--- src/rtl/usb_tx_pkg.sv ---
// Shared types and constants for the USB full-speed transmit path.
package usb_tx_pkg;

  localparam int unsigned MAX_BYTES_DFLT = 64;
  localparam int unsigned CNT_W          = 7;
  localparam int unsigned PID_W          = 4;
  localparam int unsigned EOP_W          = 2;

  localparam logic [7:0] SYNC_BYTE_DFLT = 8'h80;

  localparam logic [PID_W-1:0] PID_DATA0 = 4'b0011;
  localparam logic [PID_W-1:0] PID_DATA1 = 4'b1011;
  localparam logic [PID_W-1:0] PID_ACK   = 4'b0010;
  localparam logic [PID_W-1:0] PID_NAK   = 4'b1010;
  localparam logic [PID_W-1:0] PID_STALL = 4'b1110;

  typedef enum logic [3:0] {
    IDLE, LD_SYNC, TX_SYNC, LD_PID, TX_PID, LD_DATA, TX_DATA,
    LD_CRC_LO, TX_CRC_LO, LD_CRC_HI, TX_CRC_HI, EOP_SE0, EOP_J, DONE, ERROR
  } tx_state_t;

  function automatic logic pid_is_data(input logic [PID_W-1:0] pid);
    return (pid == PID_DATA0) || (pid == PID_DATA1);
  endfunction

  function automatic logic pid_is_legal(input logic [PID_W-1:0] pid);
    return pid_is_data(pid) || (pid == PID_ACK) || (pid == PID_NAK) || (pid == PID_STALL);
  endfunction

endpackage

--- src/rtl/tcu_if.sv ---
// Signal bundle between endpoint logic, the TX datapath and the transmit control unit.
interface tcu_if;
  import usb_tx_pkg::*;

  logic             tx_start;
  logic [PID_W-1:0] tx_pid;
  logic [CNT_W-1:0] tx_count;
  logic [7:0]       fifo_rdata;
  logic             fifo_empty;
  logic [15:0]      crc16;
  logic             bit_tick;
  logic             byte_done;

  logic             load_en;
  logic [7:0]       load_data;
  logic             fifo_ren;
  logic             crc_clear;
  logic             crc_en;
  logic             tx_active;
  logic             se0_drive;
  logic             j_drive;
  logic             tx_done;
  logic             tx_error;

  modport master (
    input  tx_start, tx_pid, tx_count, fifo_rdata, fifo_empty, crc16, bit_tick, byte_done,
    output load_en, load_data, fifo_ren, crc_clear, crc_en, tx_active, se0_drive, j_drive,
           tx_done, tx_error
  );

  modport slave (
    output tx_start, tx_pid, tx_count, fifo_rdata, fifo_empty, crc16, bit_tick, byte_done,
    input  load_en, load_data, fifo_ren, crc_clear, crc_en, tx_active, se0_drive, j_drive,
           tx_done, tx_error
  );

endinterface

--- src/rtl/tx_byte_counter.sv ---
// Loadable down-counter with a zero flag; saturates at zero.
module tx_byte_counter #(
  parameter int unsigned W = 7
) (
  input  logic         clk,
  input  logic         n_rst,
  input  logic         load,
  input  logic [W-1:0] load_val,
  input  logic         dec,
  output logic         zero_c
);

  logic [W-1:0] cnt;

  always_ff @(posedge clk or negedge n_rst) begin
    if (!n_rst)                 cnt <= '0;
    else if (load)              cnt <= load_val;
    else if (dec && !zero_c)    cnt <= cnt - W'(1);
  end

  assign zero_c = (cnt == '0);

endmodule

--- src/rtl/tcu.sv ---
// USB full-speed transmit control unit: sequences SYNC, PID, payload, CRC16 and EOP
// into the byte shifter through a one-cycle load / byte_done handshake.
module tcu
  import usb_tx_pkg::*;
#(
  parameter int unsigned MAX_BYTES = MAX_BYTES_DFLT,
  parameter logic [7:0]  SYNC_BYTE = SYNC_BYTE_DFLT
) (
  input logic   clk,
  input logic   n_rst,
  tcu_if.master bus
);

  tx_state_t        state, nxt_c;
  logic [PID_W-1:0] pid_q;
  logic             abort_q;
  logic             start_c, start_ok_c, take_c;
  logic             rem_zero_c, eop_zero_c, eop_load_c;
  logic [EOP_W-1:0] eop_val_c;

  assign start_c    = (state == IDLE) && bus.tx_start;
  assign start_ok_c = pid_is_legal(bus.tx_pid) && (32'(bus.tx_count) <= MAX_BYTES);
  // A payload byte is taken only when the FIFO has one on entry to LD_DATA
  assign take_c     = (nxt_c == LD_DATA) && !bus.fifo_empty;

  // Remaining payload bytes
  tx_byte_counter #(.W(CNT_W)) u_rem (
    .clk      (clk),
    .n_rst    (n_rst),
    .load     (start_c),
    .load_val (bus.tx_count),
    .dec      (take_c),
    .zero_c   (rem_zero_c)
  );

  // Bit ticks left in the current EOP phase, loaded as (ticks - 1) on entry
  assign eop_load_c = ((nxt_c == EOP_SE0) && (state != EOP_SE0)) ||
                      ((nxt_c == EOP_J)   && (state != EOP_J));
  assign eop_val_c  = (nxt_c == EOP_SE0) ? EOP_W'(1) : EOP_W'(0);

  tx_byte_counter #(.W(EOP_W)) u_eop (
    .clk      (clk),
    .n_rst    (n_rst),
    .load     (eop_load_c),
    .load_val (eop_val_c),
    .dec      (bus.bit_tick),
    .zero_c   (eop_zero_c)
  );

  // Next-state decode
  always_comb begin
    nxt_c = state;
    unique case (state)
      IDLE:      if (bus.tx_start) nxt_c = start_ok_c ? LD_SYNC : ERROR;
      LD_SYNC:   nxt_c = TX_SYNC;
      TX_SYNC:   if (bus.byte_done) nxt_c = LD_PID;
      LD_PID:    nxt_c = TX_PID;
      TX_PID:    if (bus.byte_done) begin
                   if (!pid_is_data(pid_q)) nxt_c = EOP_SE0;
                   else                     nxt_c = rem_zero_c ? LD_CRC_LO : LD_DATA;
                 end
      LD_DATA:   nxt_c = bus.load_en ? TX_DATA : EOP_SE0;
      TX_DATA:   if (bus.byte_done) nxt_c = rem_zero_c ? LD_CRC_LO : LD_DATA;
      LD_CRC_LO: nxt_c = TX_CRC_LO;
      TX_CRC_LO: if (bus.byte_done) nxt_c = LD_CRC_HI;
      LD_CRC_HI: nxt_c = TX_CRC_HI;
      TX_CRC_HI: if (bus.byte_done) nxt_c = EOP_SE0;
      EOP_SE0:   if (bus.bit_tick && eop_zero_c) nxt_c = EOP_J;
      EOP_J:     if (bus.bit_tick && eop_zero_c) nxt_c = DONE;
      DONE:      nxt_c = IDLE;
      ERROR:     nxt_c = IDLE;
      default:   nxt_c = IDLE;
    endcase
  end

  // State register; every output is registered from the state being entered
  always_ff @(posedge clk or negedge n_rst) begin
    if (!n_rst) begin
      state         <= IDLE;
      pid_q         <= '0;
      abort_q       <= 1'b0;
      bus.load_en   <= 1'b0;
      bus.load_data <= 8'h00;
      bus.fifo_ren  <= 1'b0;
      bus.crc_clear <= 1'b0;
      bus.crc_en    <= 1'b0;
      bus.tx_active <= 1'b0;
      bus.se0_drive <= 1'b0;
      bus.j_drive   <= 1'b0;
      bus.tx_done   <= 1'b0;
      bus.tx_error  <= 1'b0;
    end else begin
      state <= nxt_c;
      if (start_c) pid_q <= bus.tx_pid;

      if (state == DONE)                             abort_q <= 1'b0;
      else if ((nxt_c == LD_DATA) && bus.fifo_empty) abort_q <= 1'b1;

      bus.load_en   <= take_c || (nxt_c inside {LD_SYNC, LD_PID, LD_CRC_LO, LD_CRC_HI});
      bus.fifo_ren  <= take_c;
      bus.crc_en    <= take_c;
      bus.crc_clear <= (state == IDLE) && (nxt_c == LD_SYNC);
      bus.tx_active <= !(nxt_c inside {IDLE, DONE, ERROR});
      bus.se0_drive <= (nxt_c == EOP_SE0);
      bus.j_drive   <= (nxt_c == EOP_J);
      bus.tx_done   <= (nxt_c inside {DONE, ERROR});
      bus.tx_error  <= (nxt_c == ERROR) || ((nxt_c == DONE) && abort_q);

      case (nxt_c)
        LD_SYNC:   bus.load_data <= SYNC_BYTE;
        LD_PID:    bus.load_data <= {~pid_q, pid_q};
        LD_DATA:   if (take_c) bus.load_data <= bus.fifo_rdata;
        LD_CRC_LO: bus.load_data <= bus.crc16[7:0];
        LD_CRC_HI: bus.load_data <= bus.crc16[15:8];
        default:   ;
      endcase
    end
  end

endmodule

--- src/flat_wrapper.sv ---
// flat-port wrapper written by rule: the top's interface ports become plain ports
module tcu_flat import usb_tx_pkg::*;
#(
  parameter int unsigned MAX_BYTES = MAX_BYTES_DFLT,
  parameter logic [7:0]  SYNC_BYTE = SYNC_BYTE_DFLT
)
  (clk, n_rst, bus_tx_start, bus_tx_pid, bus_tx_count, bus_fifo_rdata, bus_fifo_empty, bus_crc16, bus_bit_tick, bus_byte_done, bus_load_en, bus_load_data, bus_fifo_ren, bus_crc_clear, bus_crc_en, bus_tx_active, bus_se0_drive, bus_j_drive, bus_tx_done, bus_tx_error);
  tcu_if bus_i ();
  input logic clk;
  input logic n_rst;
  input wire logic [$bits(bus_i.tx_start)-1:0] bus_tx_start;
  input wire logic [$bits(bus_i.tx_pid)-1:0] bus_tx_pid;
  input wire logic [$bits(bus_i.tx_count)-1:0] bus_tx_count;
  input wire logic [$bits(bus_i.fifo_rdata)-1:0] bus_fifo_rdata;
  input wire logic [$bits(bus_i.fifo_empty)-1:0] bus_fifo_empty;
  input wire logic [$bits(bus_i.crc16)-1:0] bus_crc16;
  input wire logic [$bits(bus_i.bit_tick)-1:0] bus_bit_tick;
  input wire logic [$bits(bus_i.byte_done)-1:0] bus_byte_done;
  output wire logic [$bits(bus_i.load_en)-1:0] bus_load_en;
  output wire logic [$bits(bus_i.load_data)-1:0] bus_load_data;
  output wire logic [$bits(bus_i.fifo_ren)-1:0] bus_fifo_ren;
  output wire logic [$bits(bus_i.crc_clear)-1:0] bus_crc_clear;
  output wire logic [$bits(bus_i.crc_en)-1:0] bus_crc_en;
  output wire logic [$bits(bus_i.tx_active)-1:0] bus_tx_active;
  output wire logic [$bits(bus_i.se0_drive)-1:0] bus_se0_drive;
  output wire logic [$bits(bus_i.j_drive)-1:0] bus_j_drive;
  output wire logic [$bits(bus_i.tx_done)-1:0] bus_tx_done;
  output wire logic [$bits(bus_i.tx_error)-1:0] bus_tx_error;
  assign bus_i.tx_start = bus_tx_start;
  assign bus_i.tx_pid = bus_tx_pid;
  assign bus_i.tx_count = bus_tx_count;
  assign bus_i.fifo_rdata = bus_fifo_rdata;
  assign bus_i.fifo_empty = bus_fifo_empty;
  assign bus_i.crc16 = bus_crc16;
  assign bus_i.bit_tick = bus_bit_tick;
  assign bus_i.byte_done = bus_byte_done;
  assign bus_load_en = bus_i.load_en;
  assign bus_load_data = bus_i.load_data;
  assign bus_fifo_ren = bus_i.fifo_ren;
  assign bus_crc_clear = bus_i.crc_clear;
  assign bus_crc_en = bus_i.crc_en;
  assign bus_tx_active = bus_i.tx_active;
  assign bus_se0_drive = bus_i.se0_drive;
  assign bus_j_drive = bus_i.j_drive;
  assign bus_tx_done = bus_i.tx_done;
  assign bus_tx_error = bus_i.tx_error;
  tcu #(.MAX_BYTES(MAX_BYTES), .SYNC_BYTE(SYNC_BYTE)) u_core (.clk(clk), .n_rst(n_rst), .bus(bus_i));
endmodule
--- config.mk ---
export PLATFORM = sky130hd
export DESIGN_NAME = tcu_flat
export DESIGN_NICKNAME = d
export VERILOG_FILES = /design/src/rtl/usb_tx_pkg.sv /design/src/rtl/tcu_if.sv /design/src/rtl/tx_byte_counter.sv /design/src/rtl/tcu.sv /design/src/flat_wrapper.sv
export SDC_FILE = /design/constraint.sdc
export NUM_CORES = 1
export LEC_CHECK = 0
export CORE_MARGIN = 5
export CORE_UTILIZATION = 49
export CTS_CLUSTER_SIZE = 16
export DETAILED_ROUTE_END_ITERATION = 16
export PLACE_DENSITY = 0.83
export SYNTH_ARGS = -nofsm -noshare
export SYNTH_HDL_FRONTEND = slang
export SYNTH_SLANG_ARGS = --single-unit
export TNS_END_PERCENT = 50
--- constraint.sdc ---
create_clock -name clk -period 3.1 [get_ports clk]
set_input_delay 0.62 -clock clk [delete_from_list [all_inputs] [get_ports clk]]
set_output_delay 0.62 -clock clk [all_outputs]
set_load 0.05 [all_outputs]
After elaboration in Yosys (flattened, before gate mapping). Cells that the tools add are included.

Flip-flop bits (word level): 34. Input port bits: 41. Output and inout bits: 17. Logic and storage cells: 107.

Equality and inequality tests: 32. Bitwise logic cells: 1. $add $sub $neg: 2. Reduce and logical (&&, ||, !) cells: 35. Multiplexer cells: 22. $lt $le $gt $ge: 1.

Operators by type and width (count): $eq 4x4->1 const B (15); $pmux 4 s13 (1); $mux 4 (11); $pmux 8 s5 (1); $eq 4x2->1 const B (6); $eq 4x3->1 const B (6); $mux 7 (2); $logic_and 1x1->1 (11); $eq 4x1->1 const B (2); $logic_not 4->1 (2); $logic_or 1x1->1 (8); $mux 8 (1); $ne 4x4->1 const B (2); $reduce_bool 2->1 (4); $le 7x7->1 const B (1); $logic_not 7->1 (1); $sub 7x1->7 const B (1); $mux 2 (3); $reduce_bool 5->1 (1); $logic_not 1->1 (4); $not 4->4 (1); $reduce_bool 4->1 (1); $mux 1 (3); $reduce_bool 3->1 (1); 4 further kinds (4).

Longest topological paths before layout. Gate-level depths: netlist of run 1.

Depth after elaboration: 14. Gate-level depth with buffers: 9. Depth with buffers taken out: 8.

By module. A second synthesis of run 1 with hierarchy kept.

Cells, all modules: 210. Area total of the unflattened synthesis: 2102.0 µm².

By module, submodules not included: tcu (cells an instance 145, sequential area each 625.6 µm², area each 1507.7 µm², times used 1); tx_byte_counter (u_core.u_rem) (cells an instance 52, sequential area each 175.2 µm², area each 461.7 µm², times used 1); tx_byte_counter (u_core.u_eop) (cells an instance 13, sequential area each 50.0 µm², area each 132.6 µm², times used 1).

Worst setup path after synthesis of run 1. No wires, ideal clock.

Kind: input port to flip-flop. Start: in bus_tx_count[0]. End: reg u_core.u_rem.cnt[2]. Setup slack: 277 ps. Arrival time: 2741 ps. Required time: 3018 ps. Stages on the path: 7. Setup time: 82 ps. Path buffers: 1. Cell sequence: or4_4 > o31ai_4 > nand4_2 > a2111o_1 > buf_6 > or4_1 > a31oi_1.

Longest elaborated chain between the ends: 9.

Ends and longest elaborated chain: start, declared (RTL line flat_wrapper.sv:13) `input wire logic [$bits(bus_i.tx_count)-1:0] bus_tx_count;`; $le 7x7->1 (RTL line tcu.sv:22) `assign start_ok_c = pid_is_legal(bus.tx_pid) && (32'(bus.tx_count) <= MAX_BYTES);`; $logic_and 1x1->1 (RTL line tcu.sv:22); $mux 4 (2 in series) (RTL line tcu.sv:54) `IDLE: if (bus.tx_start) nxt_c = start_ok_c ? LD_SYNC : ERROR;`; $pmux 4 s13 (RTL line tcu.sv:53) `unique case (state)`; $eq 4x3->1 (RTL line tcu.sv:24) `assign take_c = (nxt_c == LD_DATA) && !bus.fifo_empty;`; $logic_and 1x1->1 (RTL line tcu.sv:24); $logic_and 1x1->1 (RTL line tx_byte_counter.sv:18) `else if (dec && !zero_c) cnt <= cnt - W'(1);`; $reduce_bool 2->1 (no source line); end signal, assigned (RTL line tx_byte_counter.sv:17) `else if (load) cnt <= load_val;`; end signal, assigned (RTL line tx_byte_counter.sv:18); end, declared (RTL line tx_byte_counter.sv:13) `logic [W-1:0] cnt;`.

No other way between the ends. A chain may end at the register's enable or synchronous reset.

Final worst setup path of run 1. Ends and elaborated chain as after synthesis.

==> flow_results.xml, run 1 <==
<?xml version="1.0" encoding="UTF-8"?>
<metrics>
  <group name="routing">
    <metric name="vias_per_cell" unit="">5.88</metric>
    <metric name="detail_route.iter0.violations" unit="">211</metric>
    <metric name="overall_via_count_from_detail_route" unit="">2148</metric>
    <metric name="final_antenna_net_count" unit="">0</metric>
    <metric name="first_pass_iters" unit="">4</metric>
    <metric name="detail_route.wl_per_cell" unit="um">16.3</metric>
    <metric name="drc_errors" unit="">0</metric>
    <metric name="drt-total-wl" unit="um">5950</metric>
  </group>
  <group name="critical_path">
    <metric name="cp.arrival" unit="ns">3.21</metric>
    <metric name="worstSetupEndpointType" unit="">register</metric>
    <metric name="critPathLaunchType" unit="">input pin</metric>
    <metric name="worst-setup-path-type" unit="">input pin to register</metric>
    <metric name="worst-endpoint-required" unit="ns">3.30</metric>
    <metric name="worst-path-max-fanout" unit="">9</metric>
  </group>
  <group name="clock_network">
    <metric name="cts_htree_levels" unit="">2</metric>
    <metric name="cts_hold_buffers" unit="">0</metric>
    <metric name="path_clk_slew" unit="ns">0.07</metric>
    <metric name="tritoncts" unit="">yes</metric>
    <metric name="clock_tree.buffer_depth" unit="">2</metric>
    <metric name="cts.root.buffer_cell" unit="">clkbuf_8</metric>
    <metric name="number_of_buffers_added_by_the_clock_tree_synthesis_step" unit="">5</metric>
    <metric name="post_cts_resized" unit="">0</metric>
    <metric name="insertion_delay" unit="ns">0.29</metric>
    <metric name="numClockSinks" unit="">34</metric>
    <metric name="post_cts.repair.setup_buffers" unit="">0</metric>
  </group>
  <group name="global_route">
    <metric name="via_count_of_the_first_global_routing_pass" unit="">2053</metric>
    <metric name="grt_remaining_overflow" unit="">0</metric>
    <metric name="number_of_antenna_violations_at_the_first_check_in_global_routing" unit="">0</metric>
    <metric name="first_pass_grt_wire_length" unit="um">10000</metric>
    <metric name="grt_max_degree" unit="">35</metric>
    <metric name="gr-usage-all-layers" unit="%">20.4</metric>
  </group>
  <group name="die">
    <metric name="die-area" unit="sq um">5930</metric>
    <metric name="start_util" unit="%">50.5</metric>
    <metric name="num_io_pins" unit="">58</metric>
    <metric name="placementRows" unit="">24</metric>
    <metric name="die_w" unit="um">77</metric>
    <metric name="die_y" unit="um">77</metric>
    <metric name="placeableCoreArea" unit="sq um">4350</metric>
  </group>
  <group name="synthesis">
    <metric name="synth-seq-area-share" unit="%">38.7</metric>
    <metric name="yosysWarnings" unit="">0</metric>
    <metric name="synth-seq-cells" unit="">34</metric>
    <metric name="synth.lib_cells_used.distinct" unit="">54</metric>
    <metric name="synth_async_sr_flop_share" unit="%">100</metric>
    <metric name="syn-mean-instance-area" unit="sq um">8.94</metric>
    <metric name="synth_edf_count" unit="">0</metric>
    <metric name="synth_top_flop_cell" unit="">dfrtp_1</metric>
    <metric name="synth.cell_area" unit="sq um">2200</metric>
    <metric name="syn_inst" unit="">246</metric>
    <metric name="syn_nets" unit="">289</metric>
  </group>
  <group name="pwr">
    <metric name="finalPower" unit="mW">2.57</metric>
    <metric name="ir_drop" unit="uV">450</metric>
    <metric name="p_per_area" unit="nW/um^2">871</metric>
    <metric name="leakagePower" unit="nW">1.32</metric>
  </group>
  <group name="final_layout">
    <metric name="fin_nets" unit="">355</metric>
    <metric name="insertedDiodeCount" unit="">0</metric>
    <metric name="highest_count_cells_in_the_layout_ignoring_fill_and_taps" unit="">clkdlybuf4s50_1, dfrtp_1, nand2_1, nor2_1, buf_4</metric>
    <metric name="nFillCells" unit="">366</metric>
    <metric name="synthToLayoutAreaGrowth" unit="%">34.0</metric>
    <metric name="layout_cell_share_with_drive_strength_beyond_1" unit="%">11.8</metric>
    <metric name="postLayoutCoreUtil" unit="%">67.7</metric>
    <metric name="layout.cells.most_common" unit="">clkdlybuf4s50_1</metric>
  </group>
  <group name="sta">
    <metric name="final-max-slew-violation-count" unit="">0</metric>
    <metric name="relSlewSlack" unit="%">51.0</metric>
    <metric name="min_period_over_period" unit="%">97.2</metric>
    <metric name="finalWorstPathRequiredPeriod" unit="ns">3.01</metric>
    <metric name="number_of_endpoints_with_negative_hold_slack_in_the_final_report" unit="">0</metric>
    <metric name="holdWs" unit="ns">0.506</metric>
    <metric name="max_freq" unit="GHz">0.332</metric>
    <metric name="finClkSkew" unit="ns">0.00647</metric>
    <metric name="worst_pin_slew" unit="ns">0.735</metric>
    <metric name="final.setup.tns" unit="ns">0</metric>
    <metric name="grt_setup_unrepaired" unit="">no</metric>
    <metric name="report.final.setup_viol" unit="">0</metric>
  </group>
  <group name="outcome">
    <metric name="run_status" unit="">finished, final reports clean</metric>
  </group>
  <group name="job">
    <metric name="max_cap_viol_count" unit="">0</metric>
  </group>
  <group name="placed_design">
    <metric name="hpwl" unit="um">4630</metric>
    <metric name="port_buffers" unit="">57</metric>
    <metric name="routabilityCongestion" unit="">0.898</metric>
  </group>
  <group name="min_path">
    <metric name="min_path_type" unit="">register to register</metric>
  </group>
</metrics>
[report_power, final]
group | internal, mW | total (mW) | leakage [nW] | switching (mW)
Combinational | 0.583 | 1.36 | 0.830 | 0.774
Clock | 0.236 | 0.398 | 0.0579 | 0.161
Sequential | 0.603 | 0.812 | 0.432 | 0.210
[flip-flops by register name, summed over array words and instances, names as in the netlist]
signal                cells
u_core.bus.load_data      8
u_core.u_rem.cnt          7
u_core.pid_q              4
u_core.state              4
u_core.u_eop.cnt          2
u_core.abort_q            1
u_core.bus.crc_clear      1
u_core.bus.fifo_ren       1
u_core.bus.j_drive        1
u_core.bus.load_en        1
u_core.bus.se0_drive      1
u_core.bus.tx_active      1
u_core.bus.tx_done        1
u_core.bus.tx_error       1
[Yosys cell counts, types with 2 or more instances]
cell type / n / area share, %
o2bb2ai_1: 3 / 1.2
buf_4: 3 / 1.0
a22o_1: 4 / 1.6
inv_1: 13 / 2.2
nand3_1: 7 / 1.6
a21o_1: 4 / 1.4
nand2b_1: 5 / 1.4
o211ai_1: 2 / 0.68
nand4_1: 4 / 1.1
and3_1: 5 / 1.4
a211oi_1: 2 / 0.68
or4_1: 2 / 0.68
nand2_1: 30 / 5.1
o31ai_1: 5 / 1.7
dfrtp_1: 34 / 39
nor2_1: 30 / 5.1
mux2i_1: 8 / 3.6
a21oi_1: 8 / 1.8
a221oi_1: 2 / 0.80
nor2b_1: 4 / 1.1
a31oi_1: 6 / 1.7
buf_6: 5 / 2.6
a31o_2: 2 / 0.80
nor3_1: 3 / 0.68
or3_1: 5 / 1.4
a32o_1: 7 / 3.2
or2b_2: 5 / 2.0
nand3b_1: 2 / 0.68
ha_1: 2 / 1.1
or2b_1: 3 / 1.0
clkbuf_1: 3 / 0.51
o21ai_0: 5 / 1.1
nor4b_1: 2 / 0.80
[logic make-up (layout without fill, tap and decap cells)]
group,count (synthesis),count (layout),synth area share [%]
muxes,8,8,3.64
DFF,34,34,38.7
and+or+nand+nor,115,115,27.5
adders and majority gates,2,2,1.14
xor gates and xnor gates,1,1,0.398
AOI/OAI and AO/OA,60,60,21.5
buffers and inverters,26,93,7.17
[layer usage]
layer,wire length [um],part of all wire (%),vias up,GRT usage [%]
met1,2540,43,1030,28.3
met3,420,7.1,10,3.75
met5,0,0,-,0
li1,-,-,1026,-
met4,102,1.7,0,5.50
met2,2890,49,82,32.8
[layout make-up]
type | count | area (sq um) | area share (%)
repair buffers | 72 | 683 | 23.2
well taps | 52 | 65.1 | 2.21
inverters | 13 | 48.8 | 1.66
clock inverters | 3 | 40.0 | 1.36
flip-flops and latches | 34 | 851 | 28.9
multi-input cells | 186 | 1190 | 40.4
clock buffers | 5 | 68.8 | 2.33
[stage by stage]
stage | cells | area (sq um) | setup WS [ns]
after floorplan | 246 | 2200 | 0.277
after global placement | 357 | 2840 | -0.128
after detailed placement | 357 | 2840 | -0.231
after CTS | 365 | 2950 | 0.0651
after global routing | 365 | 2950 | 0.00244
final | 365 | 2950 | 0.0873
[worst max-delay path, cell delays in order]
cell and delay (ns):
clkdlybuf4s50_1 0.42, or4_4 0.55, o31ai_4 0.24, nand4_2 0.14, a2111o_1 0.50, or4_1 0.53
a31oi_1 0.21
[worst paths after layout]
check                      slack (ns)  depth (start not counted)                 endpoint                    start
min in group asynchronous        0.73                          2      u_core.u_rem.cnt[3]                    n_rst
min reg2reg                      0.51                          1  u_core.bus.load_data[1]  u_core.bus.load_data[1]
max in group asynchronous        2.05                          2      u_core.u_rem.cnt[1]                    n_rst
min                              0.51                          1  u_core.bus.load_data[1]  u_core.bus.load_data[1]
max                              0.09                          7      u_core.u_rem.cnt[2]          bus_tx_count[0]
max reg2reg                      0.42                          9  u_core.bus.load_data[4]      u_core.u_rem.cnt[0]
Note: power is estimated with default switching activity, not from simulation.
==> run 2, diff against run 1 <==
- CTS_CLUSTER_DIAMETER: default -> 80
==> results of run 2 <==
Final layout, timing and power as in run 1 (identical DEF).
==> run 3, diff against run 2 <==
- CTS_BUF_LIST: default -> sky130_fd_sc_hd__clkbuf_16
==> run 3 against run 2 <==
Net effect: the run now ends with setup timing left; first-iteration DRC count grew 33%; count of clock-buffer cells in the layout is the same; clock power grew 41%; setup slack lost 0.11 ns; sequential share of layout area shrank 0.82 points; final cell count grew 1.1%; routed wire length grew 4.9%; critical path depth is the same; sequential power grew 0.6%; hold slack lost 0.0054 ns; final area grew 2.9%; highest routed layer unchanged.
==> flow_results.xml, run 3 (same netlist as run 1, synthesis figures left out) <==
<?xml version="1.0" encoding="UTF-8"?>
<metrics>
  <group name="routing">
    <metric name="vias_per_cell" unit="">5.99</metric>
    <metric name="drt-total-wl" unit="um">6240</metric>
    <metric name="met2RoutedLength" unit="um">3030</metric>
    <metric name="top_layer" unit="">met4</metric>
    <metric name="detail_route.iter0.violations" unit="">280</metric>
    <metric name="first_pass_iters" unit="">4</metric>
    <metric name="met3WireLength" unit="um">470</metric>
    <metric name="final_antenna_net_count" unit="">0</metric>
    <metric name="drt-met1-wl" unit="um">2640</metric>
    <metric name="detail_route.wl_per_cell" unit="um">16.9</metric>
    <metric name="drc_errors" unit="">0</metric>
    <metric name="overall_via_count_from_detail_route" unit="">2211</metric>
  </group>
  <group name="clock_network">
    <metric name="cts_htree_levels" unit="">2</metric>
    <metric name="number_of_buffers_added_by_the_clock_tree_synthesis_step" unit="">5</metric>
    <metric name="clock_tree.buffer_depth" unit="">2</metric>
    <metric name="tritoncts" unit="">yes</metric>
    <metric name="cts.root.buffer_cell" unit="">clkbuf_16</metric>
    <metric name="path_clk_slew" unit="ns">0.05</metric>
    <metric name="cts_hold_buffers" unit="">0</metric>
    <metric name="insertion_delay" unit="ns">0.28</metric>
    <metric name="numClockSinks" unit="">34</metric>
  </group>
  <group name="placed_design">
    <metric name="hpwl" unit="um">4630</metric>
    <metric name="port_buffers" unit="">57</metric>
    <metric name="routabilityCongestion" unit="">0.898</metric>
    <metric name="place_area" unit="sq um">2840</metric>
  </group>
  <group name="critical_path">
    <metric name="critPathLaunchType" unit="">input pin</metric>
    <metric name="worst-path-max-fanout" unit="">7</metric>
    <metric name="worst-setup-path-type" unit="">input pin to register</metric>
    <metric name="slowest_cp_cell" unit="">or4_4</metric>
    <metric name="worst-endpoint-required" unit="ns">3.27</metric>
    <metric name="worstSetupEndpointType" unit="">register</metric>
    <metric name="cp.arrival" unit="ns">3.30</metric>
    <metric name="max_stage_delay" unit="ns">0.55</metric>
    <metric name="worstPathCellList" unit="">clkdlybuf4s50_1, or4_4, o31ai_4, nand4_2, a2111o_1, or4_1, a31oi_1</metric>
  </group>
  <group name="sta">
    <metric name="final-max-slew-violation-count" unit="">0</metric>
    <metric name="max_freq" unit="GHz">0.320</metric>
    <metric name="number_of_endpoints_with_negative_hold_slack_in_the_final_report" unit="">0</metric>
    <metric name="report.final.setup_viol" unit="">1</metric>
    <metric name="finalWorstPathRequiredPeriod" unit="ns">3.12</metric>
    <metric name="min_period_over_period" unit="%">101</metric>
    <metric name="worst_pin_slew" unit="ns">0.731</metric>
    <metric name="finClkSkew" unit="ns">0.00399</metric>
    <metric name="relSlewSlack" unit="%">51.3</metric>
    <metric name="holdWs" unit="ns">0.500</metric>
    <metric name="final_critical_path_setup_slack" unit="ns">-0.0247</metric>
  </group>
  <group name="global_route">
    <metric name="grt_remaining_overflow" unit="">0</metric>
    <metric name="first_pass_grt_wire_length" unit="um">10200</metric>
    <metric name="number_of_antenna_violations_at_the_first_check_in_global_routing" unit="">0</metric>
    <metric name="via_count_of_the_first_global_routing_pass" unit="">2113</metric>
    <metric name="gr-usage-all-layers" unit="%">20.8</metric>
    <metric name="grt_max_degree" unit="">35</metric>
  </group>
  <group name="final_layout">
    <metric name="layout_cell_share_with_drive_strength_beyond_1" unit="%">12.9</metric>
    <metric name="regMostFlops" unit="">u_core.bus.load_data</metric>
    <metric name="largest_register_ff_count" unit="">8</metric>
    <metric name="synthToLayoutAreaGrowth" unit="%">37.9</metric>
    <metric name="fin_area" unit="sq um">3030</metric>
    <metric name="fin_nets" unit="">359</metric>
    <metric name="layout.cells.most_common" unit="">clkdlybuf4s50_1</metric>
    <metric name="layout_top_registers" unit="">u_core.bus.load_data (8), u_core.u_rem.cnt (7)</metric>
    <metric name="highest_count_cells_in_the_layout_ignoring_fill_and_taps" unit="">clkdlybuf4s50_1, dfrtp_1, nand2_1, nor2_1, buf_4</metric>
    <metric name="insertedDiodeCount" unit="">0</metric>
    <metric name="nFillCells" unit="">348</metric>
  </group>
  <group name="die">
    <metric name="placeableCoreArea" unit="sq um">4350</metric>
    <metric name="placementRows" unit="">24</metric>
    <metric name="start_util" unit="%">50.5</metric>
    <metric name="die-area" unit="sq um">5930</metric>
    <metric name="die_y" unit="um">77</metric>
    <metric name="num_io_pins" unit="">58</metric>
    <metric name="die_w" unit="um">77</metric>
  </group>
  <group name="min_path">
    <metric name="min_path_type" unit="">register to register</metric>
  </group>
  <group name="pwr">
    <metric name="ir_drop" unit="uV">468</metric>
    <metric name="finalPower" unit="mW">2.76</metric>
    <metric name="leakagePower" unit="nW">1.36</metric>
    <metric name="p_per_area" unit="nW/um^2">910</metric>
  </group>
  <group name="outcome">
    <metric name="run_status" unit="">complete, but fails checks</metric>
    <metric name="failed_checks" unit="">setup timing</metric>
  </group>
  <group name="job">
    <metric name="max_cap_viol_count" unit="">0</metric>
  </group>
</metrics>
[run 3: changes by cell type in the layout (fill, tap and decap cells not counted)]
cell       delta
clkbuf_8      -5
clkbuf_16     +5
buf_4         +4
[run 3: repair_timing]
item | CTS | global route
resized for setup | 0 | 0
setup buffers | 0 | 4
endpoints found under the setup margin | 0 | 2
[run 3: through the flow]
stage | TNS, ns | util, % | setup slack, ns | std cells
after global routing | -0.135 | 69.7 | -0.0859 | 369
after global placement | -0.922 | 65.2 | -0.128 | 357
after floorplan | 0 | - | 0.277 | 246
after detailed placement | -1.53 | 65.2 | -0.231 | 357
final | -0.0247 | 69.7 | -0.0247 | 369
after CTS | 0 | 69.0 | 0.00543 | 365
[run 3: metal layers]
metal  vias up  global-route usage [%]
met3        10                    4.10
met2       103                    33.9
li1       1039                       -
met5         -                       0
met4         0                    6.19
met1      1059                    27.8
[run 3: cell type report]
| cell class | instances | area [sq um] | area share, % |
|---|---|---|---|
| multi-input cells | 186 | 1190 | 39.3 |
| flip-flops and latches | 34 | 851 | 28.0 |
| repair buffers | 76 | 713 | 23.5 |
| clock buffers | 5 | 125 | 4.12 |
| well taps | 52 | 65.1 | 2.14 |
| inverters | 13 | 48.8 | 1.61 |
| clock inverters | 3 | 40.0 | 1.32 |
[run 3: path summary, 6_finish.rpt]
| path | to | start | depth (start not counted) | slack, ns |
|---|---|---|---|---|
| worst min register to register | u_core.bus.load_data[1] | u_core.bus.load_data[1] | 1 | 0.50 |
| max in group asynchronous | u_core.u_rem.cnt[0] | n_rst | 2 | 2.04 |
| worst max-delay path | u_core.u_rem.cnt[2] | bus_tx_count[0] | 7 | -0.02 |
| worst min-delay path | u_core.bus.load_data[1] | u_core.bus.load_data[1] | 1 | 0.50 |
| min in group asynchronous | u_core.u_rem.cnt[3] | n_rst | 2 | 0.74 |
| worst max register to register | u_core.u_rem.cnt[2] | u_core.state[0] | 5 | 0.36 |
[run 3: critical path, delay by kind of cell]
kind	cells	cell delay [ns]
buffers and inverters	1	0.42
and+or+nand+nor	3	1.24
AOI/OAI and AO/OA	3	1.02
[run 3: report_power, final]
part	switching, mW	total (mW)	internal [mW]
Sequential	0.213	0.817	0.604
Combinational	0.789	1.38	0.594
Clock	0.185	0.561	0.376
